**src/rtl/systolic_pkg.sv**
```systemverilog
// -----------------------------------------------------------------------------
// systolic_pkg
// Shared definitions for the systolic array sequencer: the FSM state encoding
// and the elaboration-time helpers that turn array geometry into phase lengths.
// No ports; imported by systolic_sequencer.
// -----------------------------------------------------------------------------
package systolic_pkg;

    typedef enum logic [2:0] {
        ST_IDLE    = 3'd0,
        ST_LOAD_W  = 3'd1,
        ST_PRELOAD = 3'd2,
        ST_COMPUTE = 3'd3,
        ST_COLLECT = 3'd4,
        ST_UNLOAD  = 3'd5,
        ST_DONE    = 3'd6
    } seq_state_t;

    // Cycles spent streaming inputs through a row of W PEs.
    function automatic int unsigned compute_len(input int unsigned dsp_delay,
                                                input int unsigned width);
        return dsp_delay * width;
    endfunction

    // Cycles for the last partial sum to ripple down H rows and drain.
    function automatic int unsigned collect_len(input int unsigned dsp_delay,
                                                input int unsigned height);
        return dsp_delay * (height - 1) + height;
    endfunction

    function automatic int unsigned max_phase_len(input int unsigned height,
                                                  input int unsigned width,
                                                  input int unsigned dsp_delay);
        int unsigned a;
        int unsigned b;
        a = compute_len(dsp_delay, width);
        b = collect_len(dsp_delay, height);
        if (height > a && height > b)
            return height;
        return (a > b) ? a : b;
    endfunction

    // Bits needed for a counter that can hold max_val itself.
    function automatic int unsigned cnt_width(input int unsigned max_val);
        return (max_val < 2) ? 1 : $clog2(max_val + 1);
    endfunction

endpackage

```
**src/rtl/seq_phase_cnt.sv**
```systemverilog
// -----------------------------------------------------------------------------
// seq_phase_cnt
// Down-counter timing one sequencer phase. Loaded with (phase length - 1) on
// phase entry, counts to zero and holds there; tc flags the last cycle.
// Ports:
//   clk      - clock, rising edge
//   rst      - synchronous active-low reset
//   load     - load load_val this cycle (takes priority over counting)
//   load_val - terminal-count start value
//   tc       - count has reached zero
// -----------------------------------------------------------------------------
module seq_phase_cnt #(
    parameter int unsigned CNT_W = 4
) (
    input  logic             clk,
    input  logic             rst,
    input  logic             load,
    input  logic [CNT_W-1:0] load_val,
    output logic             tc
);

    logic [CNT_W-1:0] count;

    always_ff @(posedge clk) begin
        if (!rst) begin
            count <= '0;
        end else if (load) begin
            count <= load_val;
        end else if (count != '0) begin
            count <= count - CNT_W'(1);
        end
    end

    assign tc = (count == '0);

endmodule

```
**src/rtl/systolic_sequencer.sv**
```systemverilog
// -----------------------------------------------------------------------------
// systolic_sequencer
// Job sequencer for a weight-stationary systolic array. For each tile it steps
// through weight load, preload, compute, collect and unload phases, driving the
// buffer enables for the top level.
//
//   state      | meaning
//   -----------+----------------------------------------------------------
//   IDLE       | waiting for start
//   LOAD_W     | weight buffer filled from host, H cycles
//   PRELOAD    | weights written into PEs, input buffer filled, H cycles
//   COMPUTE    | inputs streamed across the array, DSP_DELAY*W cycles
//   COLLECT    | partial sums drained into output buffer
//   UNLOAD     | output buffer read out to host, H cycles
//   DONE       | one-cycle done pulse
//
// Ports:
//   clk, rst            - clock (rising) and synchronous active-low reset
//   start, num_tiles,
//   reuse_weight        - job request, captured in IDLE
//   abort               - cancel current job, back to IDLE without done
//   *_en                - buffer / PE enables
//   row_idx, tile_idx   - host addressing
//   busy, done          - status
// -----------------------------------------------------------------------------
module systolic_sequencer
    import systolic_pkg::*;
#(
    parameter int unsigned ARRAYHEIGHT = 16,
    parameter int unsigned ARRAYWIDTH  = 16,
    parameter int unsigned DSP_DELAY   = 1,
    parameter int unsigned TILE_W      = 8
) (
    input  logic                           clk,
    input  logic                           rst,
    input  logic                           start,
    input  logic [TILE_W-1:0]              num_tiles,
    input  logic                           reuse_weight,
    input  logic                           abort,
    output logic                           weight_buffer_load_en,
    output logic                           weight_buffer_out_en,
    output logic                           write_weight_en,
    output logic                           input_buffer_load_en,
    output logic                           input_buffer_out_en,
    output logic                           output_buffer_load_en,
    output logic                           output_buffer_out_en,
    output logic [$clog2(ARRAYHEIGHT)-1:0] row_idx,
    output logic [TILE_W-1:0]              tile_idx,
    output logic                           busy,
    output logic                           done
);

    localparam int unsigned ROW_W       = $clog2(ARRAYHEIGHT);
    localparam int unsigned LEN_ROWS    = ARRAYHEIGHT;
    localparam int unsigned LEN_COMPUTE = compute_len(DSP_DELAY, ARRAYWIDTH);
    localparam int unsigned LEN_COLLECT = collect_len(DSP_DELAY, ARRAYHEIGHT);
    localparam int unsigned MAX_LEN     = max_phase_len(ARRAYHEIGHT, ARRAYWIDTH, DSP_DELAY);
    localparam int unsigned CNT_W       = cnt_width(MAX_LEN);

    localparam logic [CNT_W-1:0] TC_ROWS    = CNT_W'(LEN_ROWS - 1);
    localparam logic [CNT_W-1:0] TC_COMPUTE = CNT_W'(LEN_COMPUTE - 1);
    localparam logic [CNT_W-1:0] TC_COLLECT = CNT_W'(LEN_COLLECT - 1);

    seq_state_t        state;
    seq_state_t        state_next;
    logic [TILE_W-1:0] tiles_cap;
    logic [TILE_W-1:0] tiles_cap_next;
    logic              reuse_cap;
    logic              reuse_next;
    logic [TILE_W-1:0] tile_next;
    logic [ROW_W-1:0]  row_next;
    logic              w_skip_next;
    logic              cnt_load;
    logic [CNT_W-1:0]  cnt_load_val;
    logic              phase_tc;
    logic              last_tile;

    seq_phase_cnt #(
        .CNT_W (CNT_W)
    ) u_phase_cnt (
        .clk      (clk),
        .rst      (rst),
        .load     (cnt_load),
        .load_val (cnt_load_val),
        .tc       (phase_tc)
    );

    assign last_tile = (tile_idx == tiles_cap - TILE_W'(1));

    always_comb begin
        state_next     = state;
        tiles_cap_next = tiles_cap;
        reuse_next     = reuse_cap;
        tile_next      = tile_idx;
        row_next       = '0;
        cnt_load       = 1'b0;
        cnt_load_val   = '0;

        if (state != ST_IDLE && abort) begin
            state_next = ST_IDLE;
        end else begin
            case (state)
                ST_IDLE: begin
                    if (start) begin
                        tiles_cap_next = num_tiles;
                        reuse_next     = reuse_weight;
                        tile_next      = '0;
                        state_next     = (num_tiles == '0) ? ST_DONE : ST_LOAD_W;
                    end
                end
                ST_LOAD_W:  if (phase_tc) state_next = ST_PRELOAD;
                ST_PRELOAD: if (phase_tc) state_next = ST_COMPUTE;
                ST_COMPUTE: if (phase_tc) state_next = ST_COLLECT;
                ST_COLLECT: if (phase_tc) state_next = ST_UNLOAD;
                ST_UNLOAD: begin
                    if (phase_tc) begin
                        if (last_tile) begin
                            state_next = ST_DONE;
                        end else begin
                            tile_next  = tile_idx + TILE_W'(1);
                            state_next = reuse_cap ? ST_PRELOAD : ST_LOAD_W;
                        end
                    end
                end
                ST_DONE:  state_next = ST_IDLE;
                default:  state_next = ST_IDLE;
            endcase
        end

        // Host-visible tile index reads zero whenever the sequencer is idle.
        if (state_next == ST_IDLE)
            tile_next = '0;

        // Every phase change reloads the timer; within a row-addressed phase
        // the row offset advances once per cycle.
        if (state_next != state) begin
            cnt_load = 1'b1;
            case (state_next)
                ST_LOAD_W, ST_PRELOAD, ST_UNLOAD: cnt_load_val = TC_ROWS;
                ST_COMPUTE:                       cnt_load_val = TC_COMPUTE;
                ST_COLLECT:                       cnt_load_val = TC_COLLECT;
                default:                          cnt_load_val = '0;
            endcase
        end else if (state inside {ST_LOAD_W, ST_PRELOAD, ST_UNLOAD}) begin
            row_next = row_idx + ROW_W'(1);
        end
    end

    // Weights already resident in the PEs from tile 0 are kept.
    assign w_skip_next = reuse_next && (tile_next != '0);

    // Outputs are registered from the next-state decode so they line up with
    // the state register without any combinational path to the pins.
    always_ff @(posedge clk) begin
        if (!rst) begin
            state                 <= ST_IDLE;
            tiles_cap             <= '0;
            reuse_cap             <= 1'b0;
            tile_idx              <= '0;
            row_idx               <= '0;
            busy                  <= 1'b0;
            done                  <= 1'b0;
            weight_buffer_load_en <= 1'b0;
            weight_buffer_out_en  <= 1'b0;
            write_weight_en       <= 1'b0;
            input_buffer_load_en  <= 1'b0;
            input_buffer_out_en   <= 1'b0;
            output_buffer_load_en <= 1'b0;
            output_buffer_out_en  <= 1'b0;
        end else begin
            state                 <= state_next;
            tiles_cap             <= tiles_cap_next;
            reuse_cap             <= reuse_next;
            tile_idx              <= tile_next;
            row_idx               <= row_next;
            busy                  <= (state_next != ST_IDLE);
            done                  <= (state_next == ST_DONE);
            weight_buffer_load_en <= (state_next == ST_LOAD_W);
            weight_buffer_out_en  <= (state_next == ST_PRELOAD) && !w_skip_next;
            write_weight_en       <= (state_next == ST_PRELOAD) && !w_skip_next;
            input_buffer_load_en  <= (state_next == ST_PRELOAD);
            input_buffer_out_en   <= (state_next == ST_COMPUTE) || (state_next == ST_COLLECT);
            output_buffer_load_en <= (state_next == ST_COLLECT);
            output_buffer_out_en  <= (state_next == ST_UNLOAD);
        end
    end

endmodule
```
**config.mk**
```make
export PLATFORM = sky130hd
export DESIGN_NAME = systolic_sequencer
export DESIGN_NICKNAME = d
export VERILOG_FILES = /design/src/rtl/systolic_pkg.sv /design/src/rtl/seq_phase_cnt.sv /design/src/rtl/systolic_sequencer.sv
export SDC_FILE = /design/constraint.sdc
export NUM_CORES = 1
export LEC_CHECK = 0
export CAP_MARGIN = 20
export CORE_MARGIN = 2
export CORE_UTILIZATION = 58
export DETAILED_ROUTE_END_ITERATION = 7
export PLACE_DENSITY = 0.95
export SETUP_SLACK_MARGIN = 0.2
export SYNTH_ARGS = -nofsm -noshare
export SYNTH_HDL_FRONTEND = slang
export SYNTH_HIERARCHICAL = 1
export SYNTH_SLANG_ARGS = --single-unit
```
**constraint.sdc**
```tcl
create_clock -name clk -period 5.8 [get_ports clk]
set_input_delay 0.58 -clock clk [delete_from_list [all_inputs] [get_ports clk]]
set_output_delay 0.58 -clock clk [all_outputs]
set_load 0.005 [all_outputs]
```
==> results of run 1 <==
## cell type report
cell class / instances / area (um2) / area share [%]
flip-flops and latches: 37 / 741 / 28.0
well taps: 48 / 60.1 / 2.27
repair buffers: 34 / 338 / 12.8
clock buffers: 8 / 80.1 / 3.03
inverters: 16 / 60.1 / 2.27
multi-input cells: 202 / 1370 / 51.6
## worst register-to-register path, stage by stage (launching register included)
cell       delay (ns)
dfxtp_1          0.35
inv_1            0.08
ha_1             0.22
or3b_1           0.39
nor3_1           0.19
xnor2_1          0.13
a2111oi_4        0.80
o31a_2           0.33
a31oi_4          0.15
o31ai_4          0.22
o211a_1          0.23
inv_1            0.13
or4_1            0.53
nand3_1          0.07
## logic make-up (layout without fill, tap and decap cells)
family                   Yosys count  count (layout)  synth area share [%]
adder cells (fa/ha/maj)            4               4                  2.22
XOR/XNOR                          15              15                  5.83
buffers and inverters             31              58                  6.60
flip-flops                        37              37                  32.9
multiplexers                       4               4                  1.83
AO/OA/AOI/OAI                     56              56                  23.5
AND/OR/NAND/NOR                  123             123                  27.2
## worst max-delay path by stage
| stage | start | to | slack (ns) |
|---|---|---|---|
| after floorplan | tiles_cap[0]$_SDFFE_PN0P_ | u_phase_cnt/count[1]$_SDFFE_PN0P_ | 2.42 |
| after global placement | tiles_cap[0]$_SDFFE_PN0P_ | u_phase_cnt/count[1]$_SDFFE_PN0P_ | 2.09 |
| after detailed placement | tiles_cap[0]$_SDFFE_PN0P_ | u_phase_cnt/count[1]$_SDFFE_PN0P_ | 1.98 |
| after CTS | tiles_cap[0]$_SDFFE_PN0P_ | u_phase_cnt/count[1]$_SDFFE_PN0P_ | 1.93 |
| after global routing | tiles_cap[0]$_SDFFE_PN0P_ | u_phase_cnt/count[1]$_SDFFE_PN0P_ | 1.61 |
| final | tiles_cap[0]$_SDFFE_PN0P_ | u_phase_cnt/count[1]$_SDFFE_PN0P_ | 1.91 |
## stage by stage
step                power (W)  hold slack [ns]  util (%)  std cells
floorplan            0.000829            0.444         -        270
global placement     0.000919            0.443      69.5        337
detailed placement   0.000939            0.452      69.5        337
finish                0.00111            0.466      71.7        345
CTS                   0.00111            0.468      71.7        345
global route          0.00119            0.487      71.7        345
## per-layer routing
metal	GRT usage (%)	part of all wire, %	vias to the layer above
met4	15.3	2.9	0
met2	43.1	51	61
li1	-	-	1012
met5	0	0	-
met1	27.7	41	962
met3	3.75	4.9	15
## cells in the final DEF (no fill, tap or decap), drive strengths merged, types with 2 or more instances in the layout
cell type and n:
a21oi 7, o211a 4, o21ai 5, a21boi 8, and2 3, nand3 14, ha 4, xnor2 10
a2111oi 2, nor2b 3, dfxtp 37, nor2 33, nor4b 2, or2 3, a31oi 2, and3 5
o311ai 2, clkbuf 8, o211ai 3, nand2 32, nand4 5, nor3 10, inv 16, or2b 2
o31a 3, nor4 6, clkdlybuf4s50 33, mux2i 3, xor2 5, a22oi 2, a211oi 3, or4 2
## power groups by stage
stage	Combinational, W	Sequential, W	Clock, W
3_3_place_gp	0.000561	0.000357	0
3_5_place_dp	0.000580	0.000360	0
2_1_floorplan	0.000495	0.000335	0
5_1_grt	0.000652	0.000360	0.000183
6_report	0.000585	0.000355	0.000174
4_1_cts	0.000580	0.000354	0.000177
## registers in the layout, summed over array words and instances (netlist names), 3 cells and up
signal / count
tile_idx: 8
row_idx: 4
u_phase_cnt/count: 5
state: 3
tiles_cap: 8
==> metrics, run 1 <==
outcome completed; Distinct cells, synth 64; Mean Syn Cell Area 8.35 um2; share of cells above drive strength 1 9.43%; fin nets 313; RSZ-0062 raised after global routing no; Fin Setup TNS 0 ns; WP buf/inv 2; cell family with most CP delay compound AO/OA/AOI/OAI gates; NetSw 0.000481 W; Net Sw Frac 43.2%; Core ar. 3690 um2; Synth top cells by count dfxtp_1, nand2_1, nor2_1, inv_1, nand3_1; Hold Path Depth 1; row count 22; RD Place Congestion 0.943; Total GRT Usage 24.6%; final count of hold timing violations 0; worst IR drop on VDD 0.289 mV; Mapped Area 2250 um2; full die area 4400 um2; Clock Latency Late Sink 0.30 ns; setup repair bufs after CTS 0; vias in the first global route 1902; clock root buffer clkbuf_8; Post-synth top flop dfxtp_1; Pre-antenna DRT Iters 4; pin count of the biggest net entering global routing 27; internal power 0.000633 W; Placed Area 2560 um2; post-layout min period 3.89 ns; max frequency 257 MHz; hold path startpoint row_idx[0]$_SDFF_PP0_; Worst Reg-to-Reg Cells 13; Starting Density 61.1%; Pins Over Slew Limit 0; Wirelength per Cell 14.4 um; Seq/Total Area, Yosys 32.9%; Synth top area share 32.9%; number of synthesized flops with an enable pin 0; Seq pwr share 31.9%; stages on the worst setup path 13; WP data required 6.03 ns; Clk pwr share 15.6%; antenna-violating nets left 0; origin of the critical flop-to-flop path tiles_cap[0]$_SDFFE_PN0P_; most common cell in the netlist dfxtp_1; worst-path cell chain inv_1 > ha_1 > or3b_1 > nor3_1 > xnor2_1 > a2111oi_4 > o31a_2 > a31oi_4 > o31ai_4 > o211a_1 > inv_1 > or4_1 > nand3_1; Pleak 0.989 nW; Synth Instances 270; fin worst setup slack 1.91 ns; HP Class reg2reg; hold worst-path end row_idx[0]$_SDFF_PP0_; Startpoint Class flop; io pins 34; H-tree depth 2; final WL 4960 um; initial antenna violation count 0; Critical Path Sink Type flop; clock slew at reported path FFs 0.08 ns; worst-margin pin slew 0.841 ns; CP max-delay cell a2111oi_4; number of fill cells 285; kind of critical path reg2reg; area leader, netlist dfxtp_1; hpwl dp 3710 um; Post-Route Skew 0.0107 ns; async set-reset flop share out of synthesis 0%; r2r endpoint u_phase_cnt/count[1]$_SDFFE_PN0P_; maximum fanout along the worst path 16; Synth Register Bits 37; CP max stage delay 0.80 ns; Sink Count 37; post-place setup slack 1.98 ns; r2r setup slk 1.91 ns; Die W 66.4 um; post-route cell area 2640 um2; global-route wire length before repair 8220 um; Port Buffer Count 33; max-cap viol count 0; Initial DRC Count 165; Post-CTS Resized 0; Crit path top cell by count inv_1; fin crit share 67.1%; Power Density 421 nW/um2; post-synthesis net count 287; global route overflow 0; Logic pwr share 52.6%; endpoints failing setup 0; hold_buf cts 0; clock buffer depth 2; die height 66.4 um; Max-slew headroom 43.7%; P&R area growth vs syn 17.3%; TritonCTS clock tree done; Vias per Instance 5.94; DR vias 2050; YS warnings 6; TritonCTS Buffers 5; # DRC 0; Critical Path AT 4.13 ns; diode count 0; Synth area leaders dfxtp_1, nand2_1, nor2_1
(Power assumes the default switching activity.)
==> run 2: changes to the inputs <==
--- a/config.mk
+++ b/config.mk
@@ -7,9 +7,9 @@
 export LEC_CHECK = 0
 export CAP_MARGIN = 20
 export CORE_MARGIN = 2
-export CORE_UTILIZATION = 58
+export CORE_UTILIZATION = 49
 export DETAILED_ROUTE_END_ITERATION = 7
-export PLACE_DENSITY = 0.95
+export PLACE_DENSITY = 0.87
 export SETUP_SLACK_MARGIN = 0.2
 export SYNTH_ARGS = -nofsm -noshare
 export SYNTH_HDL_FRONTEND = slang
==> constraint.sdc (replaced) <==
create_clock -name clk -period 3.3 [get_ports clk]
set_input_delay 0.33 -clock clk [delete_from_list [all_inputs] [get_ports clk]]
set_output_delay 0.33 -clock clk [all_outputs]
set_load 0.005 [all_outputs]
==> run 2 against run 1 <==
Count of clock-buffer cells in the layout decreased by 1. Largest power group unchanged. Highest routed layer unchanged. Critical path depth decreased by 1. Largest cell class unchanged. Combinational power increased by 140%. Critical endpoint unchanged.
==> metrics, run 2 (synthesis gave the netlist of run 1 again) <==
share of cells above drive strength 1 21.9%; endpoints failing setup 0; clock slew at reported path FFs 0.07 ns; RSZ-0062 raised after global routing yes; kind of critical path reg2reg; Initial DRC Count 211; final WL 5860 um; Pleak 1.15 nW; initial antenna violation count 0; Wirelength per Cell 15.7 um; Hold Path Depth 1; outcome completed; origin of the critical flop-to-flop path tiles_cap[0]$_SDFFE_PN0P_; final count of hold timing violations 0; Core ar. 4380 um2; WP data required 3.55 ns; HP Class reg2reg; Fin Setup TNS 0 ns; Startpoint Class flop; r2r endpoint u_phase_cnt/count[1]$_SDFFE_PN0P_; H-tree depth 2; fin crit share 99.3%; crit path capture u_phase_cnt/count[1]$_SDFFE_PN0P_; most common cell after layout, fill and taps aside dfxtp_1; worst-margin pin slew 0.459 ns; P&R area growth vs syn 31.4%; Pins Over Slew Limit 0; global-route wire length before repair 9490 um; maximum fanout along the worst path 4; r2r setup slk 0.02 ns; clock buffer depth 2; worst IR drop on VDD 0.503 mV; Largest regs tile_idx x8, tiles_cap x8, u_phase_cnt/count x5; Worst Reg-to-Reg Cells 12; hpwl dp 3910 um; dpl cells 356; Net Sw Frac 42.6%; diode count 0; max-cap viol count 0; full die area 5160 um2; Seq pwr share 26.2%; post-place setup slack 0.0136 ns; Vias per Instance 5.99; Clock Latency Late Sink 0.30 ns; Clk pwr share 13.9%; Max-slew headroom 69.3%; Starting Density 51.4%; fin nets 337; die height 71.8 um; max frequency 305 MHz; Power Density 805 nW/um2; Total GRT Usage 23.4%; clock root buffer clkbuf_8; number of fill cells 344; Finished Core Util 67.6%; grt met3 use 4.36%; # DRC 0; pin count of the biggest net entering global routing 16; post-layout min period 3.28 ns; NetSw 0.00102 W; Port Buffer Count 33; Critical Path AT 3.53 ns; io pins 34; final cell count without fillers 372; DR vias 2227; Post-Route Skew 0.00892 ns; antenna-violating nets left 0; Sink Count 37; internal power 0.00137 W; RD Place Congestion 0.879; met1 usage 27.2%; Pre-antenna DRT Iters 5; Setup crit start tiles_cap[0]$_SDFFE_PN0P_; most frequent cells in the layout dfxtp_1, clkdlybuf4s50_1, nand2_1; vias in the first global route 2130; GR Util met2 41.2%; global route overflow 0; TritonCTS clock tree done; row count 24; busiest grt layer met2; fin worst setup slack 0.0233 ns; TritonCTS Buffers 5; Logic pwr share 59.9%; Critical Path Sink Type flop; Die W 71.8 um
run 2: changes by cell type in the layout (fill, tap and decap cells not counted), moves of 2 or more:
cell and change:
inv_2 +3, dfxtp_1 -2, a211oi_1 -2, inv_1 -3, a21oi_4 +2, buf_4 +21
clkbuf_1 -2, a211oi_2 +2, buf_6 +3
run 2: power by group through the flow:
stage | registers (W) | logic [W] | clock network, W
final | 0.000626 | 0.00143 | 0.000331
after global routing | 0.000636 | 0.00155 | 0.000348
after CTS | 0.000620 | 0.00133 | 0.000331
after detailed placement | 0.000631 | 0.00119 | 0
after global placement | 0.000629 | 0.00116 | 0
after floorplan | 0.000592 | 0.000893 | 0
run 2: worst min path at each step:
stage | from | to | slack, ns
after floorplan | row_idx[0]$_SDFF_PP0_ | row_idx[0]$_SDFF_PP0_ | 0.44
after global placement | row_idx[0]$_SDFF_PP0_ | row_idx[0]$_SDFF_PP0_ | 0.45
after detailed placement | row_idx[0]$_SDFF_PP0_ | row_idx[0]$_SDFF_PP0_ | 0.47
after CTS | row_idx[0]$_SDFF_PP0_ | row_idx[0]$_SDFF_PP0_ | 0.49
after global routing | row_idx[0]$_SDFF_PP0_ | row_idx[0]$_SDFF_PP0_ | 0.52
final | row_idx[0]$_SDFF_PP0_ | row_idx[0]$_SDFF_PP0_ | 0.48
run 2: what timing repair did:
| item | in CTS | in global routing |
|---|---|---|
| hold buffers | 0 | 0 |
| endpoints found under the setup margin | 5 | 10 |
| setup buffers | 7 | 2 |
| pin swaps | 11 | 12 |
| gates resized for setup | 11 | 10 |
run 2: area by class of cell:
class                           count  area, um2  area share (%)
Multi-Input combinational cell    202       1480            49.8
Inverter                           16       60.1            2.03
Timing Repair Buffer               58        529            17.9
Sequential cell                    37        746            25.2
Tap cell                           52       65.1            2.20
Clock buffer                        7       86.3            2.92
run 2: critical path: stages (launching register included):
cell and delay (ns):
dfxtp_4 0.36, or4_4 0.57, o221a_4 0.31, nor2_4 0.10
a2111oi_4 0.08, o31a_2 0.39, buf_6 0.13, o31a_1 0.32
o31ai_4 0.08, o211a_1 0.22, inv_2 0.06, or4_4 0.51
nand3_2 0.07
run 2: layer usage:
metal | routed length, um | vias up
li1 | - | 1068
met1 | 2430 | 1072
met2 | 3000 | 70
met3 | 263 | 17
met4 | 163 | 0
met5 | 0 | -
run 2: stage by stage:
step,hold WS (ns),area (um2),power (W)
floorplan,0.444,2280,0.00148
global placement,0.453,2700,0.00179
detailed placement,0.468,2700,0.00182
CTS,0.486,2890,0.00228
global route,0.523,2960,0.00253
finish,0.480,2960,0.00239
==> run 3: changes to the inputs <==
--- a/config.mk
+++ b/config.mk
@@ -11,6 +11,7 @@
 export DETAILED_ROUTE_END_ITERATION = 7
 export PLACE_DENSITY = 0.87
 export SETUP_SLACK_MARGIN = 0.2
+export SKIP_CTS_REPAIR_TIMING = 1
 export SYNTH_ARGS = -nofsm -noshare
 export SYNTH_HDL_FRONTEND = slang
 export SYNTH_HIERARCHICAL = 1
==> constraint.sdc (replaced) <==
create_clock -name clk -period 3.3 [get_ports clk]
set_input_delay 0.33 -clock clk [delete_from_list [all_inputs] [get_ports clk]]
set_output_delay 0.33 -clock clk [all_outputs]
set_load 0.1 [all_outputs]
==> run 3 against run 2 <==
Die area is the same. Final cell count is 1.9% lower. Flip-flop and latch count stayed put. Routed wire length shrank 4.7%. Register-to-register slack gained 0.09 ns. Setup slack improved by 0.094 ns. Worst hold slack improved by 0.018 ns. Clock skew fell by 0.0017 ns. Largest power group unchanged.
==> metrics, run 3 (synthesis gave the netlist of run 1 again) <==
worst IR drop on VDD 0.663 mV; post-place setup slack 0.143 ns; Worst Reg-to-Reg Cells 13; clock root buffer clkbuf_8; CP max-delay cell or4_4; Core ar. 4380 um2; CP max stage delay 0.53 ns; Seq pwr share 23.5%; Critical Path Sink Type flop; diode count 0; Starting Density 51.4%; NetSw 0.00122 W; global-route wire length before repair 8790 um; TritonCTS Buffers 5; Crit path top cell by count inv_2; Initial DRC Count 143; Max-slew headroom 34.5%; share of cells above drive strength 1 23.6%; worst-path cell chain inv_2 > ha_4 > or3b_4 > nor3_4 > xnor2_2 > a2111oi_4 > o31a_4 > a31oi_4 > o31ai_4 > o211a_1 > inv_2 > or4_4 > nand3_2; origin of the critical flop-to-flop path tiles_cap[0]$_SDFFE_PN0P_; number of fill cells 335; maximum fanout along the worst path 4; internal power 0.00147 W; row count 24; Wirelength per Cell 15.3 um; Pre-antenna DRT Iters 4; endpoints failing setup 0; most frequent cells in the layout clkdlybuf4s50_1, nand2_1, nor2_1; met1 usage 25.1%; pin count of the biggest net entering global routing 19; Reg area 759 um2; # DRC 0; Clk pwr share 16.3%; grt met3 use 5.34%; Startpoint Class flop; Pins Over Slew Limit 0; TritonCTS clock tree done; r2r setup slk 0.12 ns; kind of critical path reg2reg; antenna-violating nets left 0; Setup crit start tiles_cap[0]$_SDFFE_PN0P_; GR Util met2 37.3%; WP data required 3.54 ns; Total GRT Usage 21.5%; Post-Route Skew 0.00727 ns; Power Density 918 nW/um2; clock slew at reported path FFs 0.08 ns; P&R area growth vs syn 30.2%; global route overflow 0; final WL 5580 um; Sink Count 37; die height 71.8 um; fin crit share 96.4%; initial antenna violation count 0; io pins 34; max frequency 314 MHz; most common cell after layout, fill and taps aside clkdlybuf4s50_1; max-cap viol count 0; Largest regs tile_idx x8, tiles_cap x8, u_phase_cnt/count x5; DR vias 2140; fin nets 329; Die W 71.8 um; Vias per Instance 5.86; worst-margin pin slew 0.980 ns; hpwl dp 3830 um; Hold Path Depth 1; Logic pwr share 60.2%; area of the multi-input gates 1450 um2; Net Sw Frac 45.4%; post-layout min period 3.18 ns; Port Buffer Count 33; H-tree depth 2; outcome completed; busiest grt layer met2; clock buffer depth 2; RSZ-0062 raised after global routing yes; Clock Latency Late Sink 0.30 ns; r2r endpoint u_phase_cnt/count[1]$_SDFFE_PN0P_; HP Class reg2reg; Fin Setup TNS 0 ns; hold worst-path end row_idx[0]$_SDFF_PP0_; hold path startpoint row_idx[0]$_SDFF_PP0_; RD Place Congestion 0.893; full die area 5160 um2; final count of hold timing violations 0; fin worst setup slack 0.118 ns; vias in the first global route 2015; Critical Path AT 3.43 ns; Pleak 1.13 nW
[run 3: layout make-up]
type	count	area share, %
clock buffer	6	3.20
clock inverter	2	1.19
tap	52	2.22
inverter	16	2.22
multi-input combinational	202	49.5
timing repair buffer	50	15.8
sequential	37	25.9
[run 3: per-layer routing]
metal,share of wire (%),vias to the layer above
li1,-,1044
met1,43,1029
met2,51,53
met3,4.3,14
met4,2.1,0
met5,0,-
[run 3: stage by stage]
step | utilization [%] | area [um2] | std cells | power, W | hold slack, ns
2_1_floorplan | - | 2280 | 270 | 0.00168 | 0.454
3_3_place_gp | 60.2 | 2640 | 348 | 0.00192 | 0.450
3_5_place_dp | 60.2 | 2640 | 348 | 0.00195 | 0.486
4_1_cts | 63.2 | 2770 | 356 | 0.00239 | 0.505
5_1_grt | 67.0 | 2940 | 365 | 0.00285 | 0.518
6_report | 67.0 | 2940 | 365 | 0.00270 | 0.498
[run 3: how the worst max path moves through the flow]
stage / to / cells after the start
2_1_floorplan: u_phase_cnt/count[1]$_SDFFE_PN0P_ / 12
3_3_place_gp: u_phase_cnt/count[1]$_SDFFE_PN0P_ / 11
3_5_place_dp: u_phase_cnt/count[1]$_SDFFE_PN0P_ / 13
4_1_cts: u_phase_cnt/count[1]$_SDFFE_PN0P_ / 13
5_1_grt: u_phase_cnt/count[1]$_SDFFE_PN0P_ / 13
6_report: u_phase_cnt/count[1]$_SDFFE_PN0P_ / 13
[run 3: critical path: cells and delay by family (launching register included)]
family                     cells  cell delay, ns
adders and majority gates      1            0.13
xor gates and xnor gates       1            0.11
DFF                            1            0.35
AOI/OAI and AO/OA              5            1.19
and+or+nand+nor                4            1.22
buffers and inverters          2            0.13
[run 3: power by group through the flow]
stage | clock [W] | sequential, W | combinational (W)
2_1_floorplan | 0 | 0.000777 | 0.000903
3_3_place_gp | 0 | 0.000630 | 0.00129
3_5_place_dp | 0 | 0.000634 | 0.00132
4_1_cts | 0.000444 | 0.000624 | 0.00132
5_1_grt | 0.000465 | 0.000646 | 0.00173
6_report | 0.000439 | 0.000634 | 0.00162
